## src/rtl/bus_arbiter_n.sv

```systemverilog
// Shared-bus arbiter and slave address decoder for N masters.
// Ports: clk, reset (async, active high); m_* master side (packed
//   per master); s_* slave side (packed per slave); gnt_idx = owner.
module bus_arbiter_n #(
  parameter int N_MASTERS = 3,
  parameter int N_SLAVES  = 3,
  parameter int ADR_W     = 32,
  parameter int DATA_W    = 32,
  parameter int SEL_LSB   = 16,
  parameter int SEL_W     = 2,
  parameter int PRIO0     = 1,
  parameter int TIMEOUT   = 255
) (
  input  logic                          clk,
  input  logic                          reset,
  input  logic [N_MASTERS-1:0]          m_req,
  input  logic [N_MASTERS*ADR_W-1:0]    m_adr,
  input  logic [N_MASTERS*DATA_W/8-1:0] m_wren,
  input  logic [N_MASTERS*DATA_W-1:0]   m_di,
  output logic [N_MASTERS-1:0]          m_rdy,
  output logic [N_MASTERS-1:0]          m_err,
  output logic [DATA_W-1:0]             m_do,
  output logic [N_SLAVES-1:0]           s_sel,
  output logic [ADR_W-1:0]              s_adr,
  output logic [DATA_W/8-1:0]           s_wren,
  output logic [DATA_W-1:0]             s_di,
  input  logic [N_SLAVES*DATA_W-1:0]    s_do,
  input  logic [N_SLAVES-1:0]           s_ack,
  output logic [2:0]                    gnt_idx
);

  localparam int WE_W  = DATA_W / 8;
  localparam int CNT_W = (TIMEOUT > 1) ? $clog2(TIMEOUT + 1) : 1;
  localparam logic [CNT_W-1:0] TO_LAST = CNT_W'(TIMEOUT - 1);
  localparam logic [SEL_W:0]   NS      = (SEL_W + 1)'(N_SLAVES);

  typedef enum logic [1:0] {
    IDLE   = 2'd0,
    ACCESS = 2'd1,
    RESP   = 2'd2
  } state_t;

  state_t             state_q, state_d;
  logic [2:0]         gnt_q, gnt_d;
  logic [2:0]         rr_q, rr_d;
  logic [SEL_W-1:0]   slv_q, slv_d;
  logic [CNT_W-1:0]   cnt_q, cnt_d;
  logic               err_q, err_d;
  logic [DATA_W-1:0]  do_q, do_d;

  logic [N_MASTERS-1:0] req_rr;
  logic               win_vld;
  logic               prio_win;
  logic [2:0]         win_idx;
  logic [SEL_W-1:0]   win_slv;
  logic               unmapped;
  logic               ack_hit;
  logic [DATA_W-1:0]  ack_data;
  int                 cand;

  // Master 0 is excluded from the rotation when it has fixed priority.
  always_comb begin
    req_rr = m_req;
    if (PRIO0 != 0) req_rr[0] = 1'b0;
  end

  always_comb begin
    win_vld  = 1'b0;
    prio_win = 1'b0;
    win_idx  = 3'd0;
    cand     = 0;
    if (PRIO0 != 0 && m_req[0]) begin
      win_vld  = 1'b1;
      prio_win = 1'b1;
    end else begin
      for (int k = 1; k <= N_MASTERS; k++) begin
        cand = (int'(rr_q) + k) % N_MASTERS;
        if (!win_vld &&
            |(req_rr & (N_MASTERS'(1) << cand))) begin
          win_vld = 1'b1;
          win_idx = 3'(cand);
        end
      end
    end
  end

  always_comb begin
    win_slv = '0;
    for (int i = 0; i < N_MASTERS; i++) begin
      if (win_idx == 3'(i))
        win_slv = m_adr[i*ADR_W+SEL_LSB +: SEL_W];
    end
    unmapped = ({1'b0, win_slv} >= NS);
  end

  // Slave side follows the granted master combinationally.
  always_comb begin
    s_adr  = '0;
    s_wren = '0;
    s_di   = '0;
    for (int i = 0; i < N_MASTERS; i++) begin
      if (gnt_q == 3'(i)) begin
        s_adr  = m_adr[i*ADR_W +: ADR_W];
        s_wren = m_wren[i*WE_W +: WE_W];
        s_di   = m_di[i*DATA_W +: DATA_W];
      end
    end
  end

  always_comb begin
    s_sel    = '0;
    ack_hit  = 1'b0;
    ack_data = '0;
    for (int s = 0; s < N_SLAVES; s++) begin
      if (state_q == ACCESS && slv_q == SEL_W'(s)) begin
        s_sel[s] = 1'b1;
        ack_hit  = s_ack[s];
        ack_data = s_do[s*DATA_W +: DATA_W];
      end
    end
  end

  always_comb begin
    m_rdy = '0;
    for (int i = 0; i < N_MASTERS; i++) begin
      if (state_q == RESP && gnt_q == 3'(i))
        m_rdy[i] = 1'b1;
    end
    m_err = m_rdy & {N_MASTERS{err_q}};
  end

  always_comb begin
    state_d = state_q;
    gnt_d   = gnt_q;
    rr_d    = rr_q;
    slv_d   = slv_q;
    cnt_d   = cnt_q;
    err_d   = err_q;
    do_d    = do_q;
    unique case (state_q)
      IDLE: begin
        if (win_vld) begin
          gnt_d = win_idx;
          if (!prio_win) rr_d = win_idx;
          slv_d = win_slv;
          cnt_d = '0;
          if (unmapped) begin
            err_d   = 1'b1;
            do_d    = '0;
            state_d = RESP;
          end else begin
            err_d   = 1'b0;
            state_d = ACCESS;
          end
        end
      end
      ACCESS: begin
        // An ack in the timeout cycle still counts as success.
        if (ack_hit) begin
          do_d    = ack_data;
          err_d   = 1'b0;
          state_d = RESP;
        end else if (TIMEOUT != 0 && cnt_q == TO_LAST) begin
          do_d    = '0;
          err_d   = 1'b1;
          state_d = RESP;
        end else if (TIMEOUT != 0) begin
          cnt_d = cnt_q + 1'b1;
        end
      end
      RESP: state_d = IDLE;
      default: state_d = IDLE;
    endcase
  end

  always_ff @(posedge clk or posedge reset) begin
    if (reset) begin
      state_q <= IDLE;
      gnt_q   <= 3'd0;
      rr_q    <= 3'd0;
      slv_q   <= '0;
      cnt_q   <= '0;
      err_q   <= 1'b0;
      do_q    <= '0;
    end else begin
      state_q <= state_d;
      gnt_q   <= gnt_d;
      rr_q    <= rr_d;
      slv_q   <= slv_d;
      cnt_q   <= cnt_d;
      err_q   <= err_d;
      do_q    <= do_d;
    end
  end

  assign m_do    = do_q;
  assign gnt_idx = gnt_q;

endmodule

```

## config.mk

```make
export PLATFORM = sky130hd
export DESIGN_NAME = bus_arbiter_n
export DESIGN_NICKNAME = d
export VERILOG_FILES = /design/src/rtl/bus_arbiter_n.sv
export SDC_FILE = /design/constraint.sdc
export NUM_CORES = 1
export LEC_CHECK = 0
export ABC_CLOCK_PERIOD_IN_PS = 6880
export BUFFER_PORTS_ARGS = -buffer_cell sky130_fd_sc_hd__buf_2
export CORE_AREA = 5 5 162 164
export DETAILED_ROUTE_END_ITERATION = 8
export DIE_AREA = 0 0 167 169
export SKIP_LAST_GASP = 1
export SLEW_MARGIN = 30
export SYNTH_ARGS = -nofsm -noshare
export SYNTH_HDL_FRONTEND = slang
export SYNTH_SLANG_ARGS = --single-unit
```

## constraint.sdc

```tcl
create_clock -name clk -period 6.88 [get_ports clk]
set_clock_uncertainty 0.05 [all_clocks]
set_input_delay 0.344 -clock clk [delete_from_list [all_inputs] [get_ports clk]]
set_output_delay 0.344 -clock clk [all_outputs]
set_load 0.01 [all_outputs]
```

==> summary.md, run 1 <==
| Metric | Value |
|---|---|
| Post-synth top flop | `dfrtp_1` |
| Outcome | `complete, no violations` |
| Mean Syn Cell Area | `7.615 um2` |
| Slew headroom | `37.47%` |
| CORE AREA | `24750 um2` |
| Vias in the first global route | `7143` |
| Cells after Synth | `822` |
| Crit-path max cell delay | `0.55 ns` |
| Initial drt markers | `397` |
| Synth Register Bits | `51` |
| Routed wire per std cell | `16.70 um` |
| Vias per std cell | `4.792` |
| DPL Wire Length | `20.78 mm` |
| Setup-failing EPs final | `0` |
| Cell Area, Synth | `6260 um2` |
| Placed cells | `1516` |
| Area Growth Syn to Fin | `39.92%` |
| Final Max Slew Viols | `0` |
| Most common cell type on the critical path | `ha_1` |
| Post-CTS setup buffer count | `0` |
| Hold_buf cts | `0` |
| Gpl congestion | `0.8412` |
| Final period utilization | `89.50%` |
| Critical path required time | `6.96 ns` |
| Synth cell types | `75` |
| CTS tree | `done` |
| Die area | `28220 um2` |
| Unrepaired setup endpoints after global routing | `no` |
| Initial antenna violation count | `12` |
| CTS Buffer Depth | `2` |
| IO Pins | `420` |
| PwrDens | `398.1 nW/um2` |
| Standard-cell rows | `58` |
| Worst Path Max Fanout | `33` |
| Crit start category | `flip-flop` |
| Most common cell after layout, fill and taps aside | `buf_2` |
| Top delay family on crit path | `compound AO/OA/AOI/OAI gates` |
| Clock sink count | `51` |
| Initial Util | `25.30%` |
| Total wire length | `25.50 mm` |
| First-pass GRT wire length | `38.98 mm` |
| Vias | `7318` |
| CTS buffer count | `5` |
| FMAX | `162.4 MHz` |
| H-tree depth | `2` |
| Die height | `169 um` |
| Fin nets | `1525` |
| Fillers | `2659` |
| Clk_lat worst skew | `0.30 ns` |
| Number of routed nets with antenna violations | `0` |
| Detailed-route DRC error count | `0` |
| Peak supply drop | `184.9 uV` |
| GR Overflow Total | `0` |
| CP bufs+invs | `3` |
| Clock-pin slew on the worst setup and hold paths | `0.08 ns` |
| Die width | `167 um` |
| Register area share after synthesis | `20.39%` |
| 1st-pass router iterations | `5` |
| Clk root buf | `clkbuf_16` |
| Min Tclk post-route | `6.157 ns` |
| Pin count of the biggest net entering global routing | `76` |
| Commonest cells after routing, fill and taps aside | `buf_2 (419), nor2_1 (191), a21oi_1 (112)` |
| Max cap viols | `0` |
| Post-CTS Resized | `0` |
| Slowest cell on crit path | `dfrtp_1` |
| Crit-path cells | `inv_1 -> ha_1 -> or3b_4 -> a211oi_1 -> inv_1 -> ha_1 -> ha_1 -> a21boi_1 -> a2111o_1 -> o221a_2 -> or4_4 -> a21oi_2 -> mux2_1 -> a21oi_2 -> nor4b_4 -> buf_4 -> o32ai_2` |
| Critical path type | `flip-flop to flip-flop` |
| Post-synth EDFFs | `0` |
| Non-Filler Instances | `1527` |
| HP Class | `input port to asynchronous set/reset pin` |
| Global router's overall resource usage | `16.76%` |
| Port Buf Inserts | `419` |
| Worst slew pin tran | `0.9379 ns` |
| Layout cells sized above 1 | `41.88%` |
| Fin util | `35.39%` |
| Setup crit end kind | `flip-flop` |
| Worst endpoint data arrival time | `6.24 ns` |
| Final Hold Viols | `0` |
| Total negative setup slack | `0 ns` |
| Share of synthesized registers carrying an async set or reset | `100.0%` |
| Syn_nets | `1154` |
| Leak pwr | `4.404 nW` |
| Ys Warns | `0` |
## registers in the layout (all words and copies together), names as in the netlist
| name | cells |
|---|---|
| m_do | 32 |
| cnt_q | 8 |
| gnt_idx | 3 |
| rr_q | 3 |
| slv_q | 2 |
| state_q | 2 |
| err_q | 1 |
## stage by stage
| stage | cell area [um2] | power (mW) | hold slack, ns | setup WS [ns] |
|---|---|---|---|---|
| floorplan | 6260 | 2.416 | 0.4298 | 1.630 |
| global route | 8753 | 3.804 | 0.2337 | 0.4228 |
| CTS | 8748 | 3.523 | 0.1994 | 0.7851 |
| finish | 8758 | 3.486 | 0.1770 | 0.7227 |
| global placement | 8591 | 3.221 | 0.4806 | 1.002 |
| detailed placement | 8594 | 3.244 | 0.4944 | 0.8231 |
## power breakdown
group	leakage, nW	internal [mW]	total, mW	switching [mW]
Sequential	0.675	0.381	0.502	0.121
Clock	0.0759	0.139	0.265	0.126
Combinational	3.65	1.12	2.72	1.60
## layout make-up
class | count | area [um2] | area share (%)
inverter | 57 | 214.0 | 2.443
multi-input combinational | 649 | 4508 | 51.47
sequential | 51 | 1286 | 14.69
timing repair buffer | 429 | 2176 | 24.84
antenna | 3 | 7.507 | 0.08571
clock inverter | 3 | 28.78 | 0.3286
tap | 330 | 412.9 | 4.714
clock buffer | 5 | 125.1 | 1.429
## cell usage after synthesis, drive strengths merged, types with 5 or more instances
| library cell | number | share of area, % |
|---|---|---|
| nor2 | 191 | 11 |
| a21oi | 114 | 9.2 |
| mux2i | 106 | 17 |
| inv | 57 | 3.4 |
| dfrtp | 51 | 20 |
| clkbuf | 41 | 2.5 |
| o32ai | 32 | 8.1 |
| nand2 | 29 | 1.7 |
| buf | 24 | 2.0 |
| ha | 24 | 4.8 |
| o21ai | 14 | 1.1 |
| xnor2 | 12 | 1.8 |
| nand3 | 10 | 0.80 |
| mux2 | 9 | 1.7 |
| nor3 | 8 | 0.64 |
| a211oi | 7 | 0.84 |
| and2 | 7 | 0.70 |
| nand2b | 7 | 0.70 |
| a21o | 6 | 0.72 |
| a2111oi | 5 | 0.90 |
## path summary, 6_finish.rpt
| check | start | cells past startpoint | slack [ns] | endpoint |
|---|---|---|---|---|
| worst max-delay path | rr_q[1]$_DFFE_PP0P_ | 17 | 0.72 | m_do[23]$_DFFE_PP0P_ |
| worst min-delay path | reset | 3 | 0.18 | m_do[24]$_DFFE_PP0P_ |
| worst max register to register | rr_q[1]$_DFFE_PP0P_ | 17 | 0.72 | m_do[23]$_DFFE_PP0P_ |
| worst min register to register | m_do[28]$_DFFE_PP0P_ | 2 | 0.50 | m_do[28]$_DFFE_PP0P_ |
| max in group asynchronous | reset | 3 | 6.09 | slv_q[1]$_DFFE_PP0P_ |
| min in group clk | s_do[61] | 3 | 0.27 | m_do[29]$_DFFE_PP0P_ |
## kinds of logic (layout without fill, tap and decap cells)
logic type	count (synthesis)	after routing	share of synthesized area, %
buffers and inverters	122	494	7.875
flip-flops	51	51	20.39
AO/OA/AOI/OAI	214	214	26.14
XOR/XNOR	14	14	2.199
other	0	3	0
AND/OR/NAND/NOR	282	282	19.97
multiplexers	115	115	18.63
adder cells (fa/ha/maj)	24	24	4.797
## tightest hold or removal path: cells and delay by family
family	cells	cell delay, ns
buf+inv	3	0.65
## metal layers
| metal | global-route usage (%) | share of wire [%] | up-vias |
|---|---|---|---|
| li1 | - | - | 3641 |
| met1 | 20.16 | 40 | 3336 |
| met2 | 29.36 | 50 | 282 |
| met3 | 5.371 | 8.0 | 43 |
| met4 | 3.629 | 1.7 | 16 |
| met5 | 0 | 0.41 | - |
Power figures use the tool's default switching activity.
==> run 2: changes to the inputs <==
--- a/config.mk
+++ b/config.mk
@@ -10,6 +10,7 @@
 export CORE_AREA = 5 5 162 164
 export DETAILED_ROUTE_END_ITERATION = 8
 export DIE_AREA = 0 0 167 169
+export PLACE_DENSITY = 0.5
 export SKIP_LAST_GASP = 1
 export SLEW_MARGIN = 30
 export SYNTH_ARGS = -nofsm -noshare
==> run 2 against run 1 <==
Against the previous run:
- design area is essentially flat
- non-clock buffer count did not move
- final cell count about the same
- routed wire length rose by 6.6%
- highest routed layer unchanged
- hold slack better by 0.0033 ns
- total power increased by 1.3%
- core utilization about the same
- sequential share of layout area about the same
==> summary.md, run 2 (synthesis results as in run 1) <==
| Metric | Value |
|---|---|
| CTS buffer count | `5 (unchanged)` |
| Total wire length | `27.18 mm (was 25.50 mm)` |
| CTS Buffer Depth | `2 (unchanged)` |
| Critical Path Stages | `17 (unchanged)` |
| Area Growth Syn to Fin | `39.90% (was 39.92%)` |
| Most common cell type on the critical path | `ha_1 (unchanged)` |
| Worst endpoint data arrival time | `6.10 ns (was 6.24 ns)` |
| Max cap viols | `0 (unchanged)` |
| First-pass GRT wire length | `40.91 mm (was 38.98 mm)` |
| Setup-failing EPs final | `0 (unchanged)` |
| Critical path required time | `6.96 ns (about the same)` |
| Final period utilization | `87.52% (was 89.50%)` |
| Area of the multi-input gates | `4508 um2 (unchanged)` |
| Clk_lat worst skew | `0.29 ns (was 0.30 ns)` |
| Seq pwr share | `15.2% (was 14.4%)` |
| R2R Setup Slk | `0.86 ns (was 0.72 ns)` |
| WHS | `0.1803 ns (was 0.1770 ns)` |
| Crit start category | `flip-flop (unchanged)` |
| Die area | `28220 um2 (unchanged)` |
| Gpl congestion | `0.8804 (was 0.8412)` |
| Commonest cells after routing, fill and taps aside | `buf_2 (419), nor2_1 (191), a21oi_1 (112) (unchanged)` |
| Clock-pin slew on the worst setup and hold paths | `0.07 ns (was 0.08 ns)` |
| CP bufs+invs | `3 (unchanged)` |
| Most common cell after layout, fill and taps aside | `buf_2 (unchanged)` |
| H-tree depth | `2 (unchanged)` |
| R2r worst-path depth | `17 (unchanged)` |
| Initial antenna violation count | `8 (was 12)` |
| Max reg flops | `32 (unchanged)` |
| CTS tree | `done (unchanged)` |
| Clock power share | `7.5% (was 7.6%)` |
| Min Tclk post-route | `6.021 ns (was 6.157 ns)` |
| Global router's overall resource usage | `17.74% (was 16.76%)` |
| DPL Wire Length | `22.08 mm (was 20.78 mm)` |
| Pint | `1.633 mW (was 1.637 mW)` |
| Fin util | `35.39% (about the same)` |
| Clock sink count | `51 (unchanged)` |
| IO Pins | `420 (unchanged)` |
| Crit-path max cell delay | `0.54 ns (was 0.55 ns)` |
| Unrepaired setup endpoints after global routing | `no (unchanged)` |
| Layout cells sized above 1 | `41.88% (unchanged)` |
| Vias | `7406 (was 7318)` |
| Slowest cell on crit path | `or4_4 (was dfrtp_1)` |
| Standard-cell rows | `58 (unchanged)` |
| Sw power | `1.900 mW (was 1.850 mW)` |
| Post-CTS setup buffer count | `0 (unchanged)` |
| Die width | `167 um (unchanged)` |
| Critical path type | `flip-flop to flip-flop (unchanged)` |
| Fin nets | `1525 (unchanged)` |
| Worst r2r src | `rr_q[1]$_DFFE_PP0P_ (unchanged)` |
| Crit path launch | `rr_q[1]$_DFFE_PP0P_ (unchanged)` |
| Detailed-route DRC error count | `0 (unchanged)` |
| Final Max Slew Viols | `0 (unchanged)` |
| Routed wire per std cell | `17.79 um (was 16.70 um)` |
| Setup crit end kind | `flip-flop (unchanged)` |
| Outcome | `complete, no violations (unchanged)` |
| Vias in the first global route | `7203 (was 7143)` |
| Slew headroom | `36.66% (was 37.47%)` |
| Top delay family on crit path | `compound AO/OA/AOI/OAI gates (unchanged)` |
| Pin count of the biggest net entering global routing | `77 (was 76)` |
| Number of routed nets with antenna violations | `0 (unchanged)` |
| HP Class | `input port to asynchronous set/reset pin (unchanged)` |
| Port Buf Inserts | `419 (unchanged)` |
| Final Hold Viols | `0 (unchanged)` |
| FMAX | `166.1 MHz (was 162.4 MHz)` |
| Leak pwr | `4.403 nW (was 4.404 nW)` |
| Clk root buf | `clkbuf_16 (unchanged)` |
| Sequential cell area | `1286 um2 (unchanged)` |
| Worst slew pin tran | `0.9501 ns (was 0.9379 ns)` |
| Post-CTS Resized | `0 (unchanged)` |
| 1st-pass router iterations | `6 (was 5)` |
| PwrDens | `403.4 nW/um2 (was 398.1 nW/um2)` |
| Comb pwr share | `77.3% (was 78.0%)` |
| Worst Path Max Fanout | `33 (unchanged)` |
| Initial Util | `25.30% (unchanged)` |
| Hold_buf cts | `0 (unchanged)` |
| Total negative setup slack | `0 ns (unchanged)` |
| Vias per std cell | `4.847 (was 4.792)` |
| Reg2reg end | `m_do[22]$_DFFE_PP0P_ (was m_do[23]$_DFFE_PP0P_)` |
| Crit-path cells | `inv_1 -> ha_1 -> or3b_4 -> a211oi_1 -> inv_1 -> ha_1 -> ha_1 -> a21boi_1 -> a2111o_1 -> o221a_2 -> or4_4 -> a21oi_2 -> mux2_1 -> a21oi_2 -> nor4b_4 -> buf_4 -> o32ai_2 (unchanged)` |
| Die height | `169 um (unchanged)` |
| Peak supply drop | `185.8 uV (was 184.9 uV)` |
| Sw Ratio | `53.78% (was 53.06%)` |
| Initial drt markers | `328 (was 397)` |
| GR Overflow Total | `0 (unchanged)` |
| Fillers | `2739 (was 2659)` |
| CORE AREA | `24750 um2 (unchanged)` |
## run 2: cell types whose count changed in the layout (fill, tap and decap cells not counted), sizes merged
cell | previous run | this run
diode | 3 | 4
## run 2: worst reg2reg max path, delay by kind of cell, from the launching register on
family,cells,cell delay (ns)
AOI/OAI and AO/OA,7,1.96
adders and majority gates,3,0.88
buffers and inverters,3,0.82
DFF,1,0.53
muxes,1,0.37
and+or+nand+nor,3,1.26
## run 2: how the worst max path moves through the flow
stage / end / slack [ns]
3_5_place_dp: m_do[22]$_DFFE_PP0P_ / 0.89
3_3_place_gp: m_do[28]$_DFFE_PP0P_ / 0.98
2_1_floorplan: m_do[0]$_DFFE_PP0P_ / 1.63
5_1_grt: m_do[6]$_DFFE_PP0P_ / 0.45
4_1_cts: m_do[22]$_DFFE_PP0P_ / 0.85
6_report: m_do[22]$_DFFE_PP0P_ / 0.86
## run 2: power groups by stage
stage | combinational, mW | clock [mW] | sequential (mW)
after floorplan | 1.97 | 0 | 0.449
after global placement | 2.73 | 0 | 0.541
after detailed placement | 2.74 | 0 | 0.544
after CTS | 2.76 | 0.272 | 0.537
after global routing | 2.99 | 0.285 | 0.556
final | 2.73 | 0.265 | 0.538
## run 2: area by class of cell
class / instances / share of cell area [%]
multi-input cells: 649 / 51.48
clock buffers: 5 / 1.429
well taps: 330 / 4.715
flip-flops and latches: 51 / 14.69
diodes: 4 / 0.1143
repair buffers: 429 / 24.80
clock inverters: 3 / 0.3286
inverters: 57 / 2.443
## run 2: metal layers
layer,up-vias,global-route usage [%],share of wire [%]
li1,3639,-,-
met1,3465,21.54,40
met2,257,31.45,51
met3,37,4.227,6.2
met4,8,4.767,2.2
met5,-,0,0.17
## run 2: stage by stage
stage	power (mW)	area (um2)	setup WS [ns]	cells
after CTS	3.566	8745	0.8543	1524
after detailed placement	3.287	8591	0.8913	1516
final	3.533	8757	0.8588	1528
after global placement	3.274	8591	0.9817	1516
after floorplan	2.416	6260	1.630	822
after global routing	3.836	8757	0.4487	1528
==> run 3: changes to the inputs <==
==> constraint.sdc (replaced) <==
create_clock -name clk -period 6.88 [get_ports clk]
set_clock_uncertainty 0.05 [all_clocks]
set_input_delay 1.376 -clock clk [delete_from_list [all_inputs] [get_ports clk]]
set_output_delay 1.376 -clock clk [all_outputs]
set_load 0.01 [all_outputs]
==> run 3 against run 2 <==
Against the previous run:
- combinational power barely moved
- clock power is 2% lower
- worst setup slack got worse by 0.026 ns
- routed wire length fell by 0.43%
- register-to-register slack worse by 0.03 ns
- critical path depth did not move
- first-iteration DRC count decreased by 5.8%
- final cell count rose by 0.13%
- non-clock buffer count did not move
- design area about the same
- flip-flop and latch count is the same
- via count fell by 1.0%
==> summary.md, run 3 (synthesis results as in run 1) <==
| Metric | Value |
|---|---|
| WHS | `0.4987 ns (was 0.1803 ns)` |
| Most common cell after layout, fill and taps aside | `buf_2 (unchanged)` |
| Worst r2r src | `rr_q[1]$_DFFE_PP0P_ (unchanged)` |
| Gpl congestion | `0.8724 (was 0.8804)` |
| Area of the multi-input gates | `4508 um2 (unchanged)` |
| Die height | `169 um (unchanged)` |
| Vias | `7330 (was 7406)` |
| Pint | `1.635 mW (was 1.633 mW)` |
| PwrDens | `402.3 nW/um2 (was 403.4 nW/um2)` |
| Fin nets | `1525 (unchanged)` |
| Setup crit end kind | `flip-flop (unchanged)` |
| Initial Util | `25.30% (unchanged)` |
| Setup-failing EPs final | `0 (unchanged)` |
| Die width | `167 um (unchanged)` |
| Outcome | `complete, no violations (unchanged)` |
| Worst endpoint data arrival time | `6.12 ns (was 6.10 ns)` |
| First-pass GRT wire length | `40.57 mm (was 40.91 mm)` |
| Hold_buf cts | `0 (unchanged)` |
| R2r worst-path depth | `17 (unchanged)` |
| CORE AREA | `24750 um2 (unchanged)` |
| CTS Buffer Depth | `2 (unchanged)` |
| H-tree depth | `2 (unchanged)` |
| Fillers | `2681 (was 2739)` |
| Layout cells sized above 1 | `41.88% (unchanged)` |
| Hold path startpoint | `m_do[31]$_DFFE_PP0P_` |
| Clock power share | `7.4% (was 7.5%)` |
| R2R Setup Slk | `0.83 ns (was 0.86 ns)` |
| Sw Ratio | `53.60% (was 53.78%)` |
| Final Hold Viols | `0 (unchanged)` |
| Reg2reg end | `m_do[31]$_DFFE_PP0P_ (was m_do[22]$_DFFE_PP0P_)` |
| Final period utilization | `87.90% (was 87.52%)` |
| Post-CTS Resized | `0 (unchanged)` |
| Initial antenna violation count | `8 (unchanged)` |
| Vias per std cell | `4.791 (was 4.847)` |
| Comb pwr share | `77.7% (was 77.3%)` |
| Worst slew pin tran | `0.9553 ns (was 0.9501 ns)` |
| Sequential cell area | `1286 um2 (unchanged)` |
| Total wire length | `27.06 mm (was 27.18 mm)` |
| Crit-path cells | `inv_1 -> ha_1 -> or3b_4 -> a211oi_1 -> inv_1 -> ha_1 -> ha_1 -> a21boi_1 -> a2111o_1 -> o221a_2 -> or4_4 -> a21oi_2 -> mux2_1 -> a21oi_2 -> nor4b_4 -> buf_4 -> o32ai_1 (was inv_1 -> ha_1 -> or3b_4 -> a211oi_1 -> inv_1 -> ha_1 -> ha_1 -> a21boi_1 -> a2111o_1 -> o221a_2 -> or4_4 -> a21oi_2 -> mux2_1 -> a21oi_2 -> nor4b_4 -> buf_4 -> o32ai_2)` |
| Initial drt markers | `309 (was 328)` |
| Port Buf Inserts | `419 (unchanged)` |
| Crit-path max cell delay | `0.55 ns (was 0.54 ns)` |
| Worst Path Max Fanout | `33 (unchanged)` |
| Peak supply drop | `204.2 uV (was 185.8 uV)` |
| Detailed-route DRC error count | `0 (unchanged)` |
| FMAX | `165.4 MHz (was 166.1 MHz)` |
| Number of routed nets with antenna violations | `0 (unchanged)` |
| Standard-cell rows | `58 (unchanged)` |
| Critical path required time | `6.95 ns (was 6.96 ns)` |
| Max cap viols | `0 (unchanged)` |
| CTS buffer count | `5 (unchanged)` |
| Hold Path Depth | `2` |
| Final Max Slew Viols | `0 (unchanged)` |
| Commonest cells after routing, fill and taps aside | `buf_2 (419), nor2_1 (191), a21oi_1 (112) (unchanged)` |
| Crit start category | `flip-flop (unchanged)` |
| Clock-pin slew on the worst setup and hold paths | `0.07 ns (about the same)` |
| Post-CTS setup buffer count | `0 (unchanged)` |
| Critical path type | `flip-flop to flip-flop (unchanged)` |
| Min Tclk post-route | `6.048 ns (was 6.021 ns)` |
| IO Pins | `420 (unchanged)` |
| Area Growth Syn to Fin | `39.98% (was 39.90%)` |
| Vias in the first global route | `7224 (was 7203)` |
| Sw power | `1.890 mW (was 1.900 mW)` |
| Most common cell type on the critical path | `ha_1 (unchanged)` |
| Max reg flops | `32 (unchanged)` |
| DPL Wire Length | `22.14 mm (was 22.08 mm)` |
| Pin count of the biggest net entering global routing | `77 (unchanged)` |
| Clk root buf | `clkbuf_16 (unchanged)` |
| Routed wire per std cell | `17.69 um (was 17.79 um)` |
| Global router's overall resource usage | `17.65% (was 17.74%)` |
| Die area | `28220 um2 (unchanged)` |
| GR Overflow Total | `0 (unchanged)` |
| HP Class | `flip-flop to flip-flop (was input port to asynchronous set/reset pin)` |
| Total negative setup slack | `0 ns (unchanged)` |
| Slowest cell on crit path | `or4_4 (unchanged)` |
| Leak pwr | `4.403 nW (about the same)` |
| Unrepaired setup endpoints after global routing | `no (unchanged)` |
| Seq pwr share | `14.9% (was 15.2%)` |
| Sink of the worst hold path | `m_do[31]$_DFFE_PP0P_` |
| CTS tree | `done (unchanged)` |
| Slew headroom | `36.31% (was 36.66%)` |
| 1st-pass router iterations | `7 (was 6)` |
| Clk_lat worst skew | `0.29 ns (about the same)` |
| Clock sink count | `51 (unchanged)` |
-- run 3: cell count changes in the layout (fill, tap and decap cells not counted) --
cell | before | now
diode_2 | 4 | 6
-- run 3: per-layer routing --
metal | share of wire [%] | track usage, % | up-vias
li1 | - | - | 3632
met1 | 41 | 21.58 | 3401
met2 | 50 | 30.57 | 248
met3 | 6.5 | 4.344 | 41
met4 | 2.8 | 5.656 | 8
met5 | 0.20 | 0 | -
-- run 3: per-stage QoR --
| step | std cells | power [mW] | utilization [%] | worst slack, ns | cell area [um2] |
|---|---|---|---|---|---|
| after floorplan | 822 | 2.416 | - | 1.630 | 6260 |
| after global placement | 1516 | 3.275 | 34.72 | 0.9867 | 8591 |
| after detailed placement | 1516 | 3.290 | 34.72 | 0.8786 | 8591 |
| after CTS | 1524 | 3.566 | 35.34 | 0.8546 | 8745 |
| after global routing | 1528 | 3.829 | 35.39 | 0.5529 | 8757 |
| final | 1530 | 3.525 | 35.41 | 0.8323 | 8762 |
-- run 3: power groups by stage --
stage | Sequential, mW | Combinational (mW) | Clock (mW)
finish | 0.525 | 2.74 | 0.260
global route | 0.541 | 3.00 | 0.284
CTS | 0.526 | 2.77 | 0.271
detailed placement | 0.532 | 2.76 | 0
global placement | 0.529 | 2.75 | 0
floorplan | 0.449 | 1.97 | 0
-- run 3: layout make-up --
class | count | share of cell area, %
Multi-Input combinational cell | 649 | 51.45
Timing Repair Buffer | 429 | 24.79
Sequential cell | 51 | 14.68
Tap cell | 330 | 4.712
Inverter | 57 | 2.442
Clock buffer | 5 | 1.428
Clock inverter | 3 | 0.3284
Antenna cell | 6 | 0.1714
-- run 3: worst max path at each step --
stage / slack [ns] / to / start
6_report: 0.83 / m_do[31]$_DFFE_PP0P_ / rr_q[1]$_DFFE_PP0P_
5_1_grt: 0.55 / m_do[31]$_DFFE_PP0P_ / rr_q[1]$_DFFE_PP0P_
2_1_floorplan: 1.63 / m_do[0]$_DFFE_PP0P_ / rr_q[1]$_DFFE_PP0P_
3_5_place_dp: 0.88 / m_do[31]$_DFFE_PP0P_ / rr_q[1]$_DFFE_PP0P_
3_3_place_gp: 0.99 / m_do[28]$_DFFE_PP0P_ / rr_q[1]$_DFFE_PP0P_
4_1_cts: 0.85 / m_do[31]$_DFFE_PP0P_ / rr_q[1]$_DFFE_PP0P_
-- run 3: critical path: cells and delay by family, from the launching register on --
family / cells / cell delay [ns]
mux: 1 / 0.37
compound gates: 7 / 1.95
flops: 1 / 0.54
fa+ha+maj: 3 / 0.88
simple gates: 3 / 1.26
buf+inv: 3 / 0.82
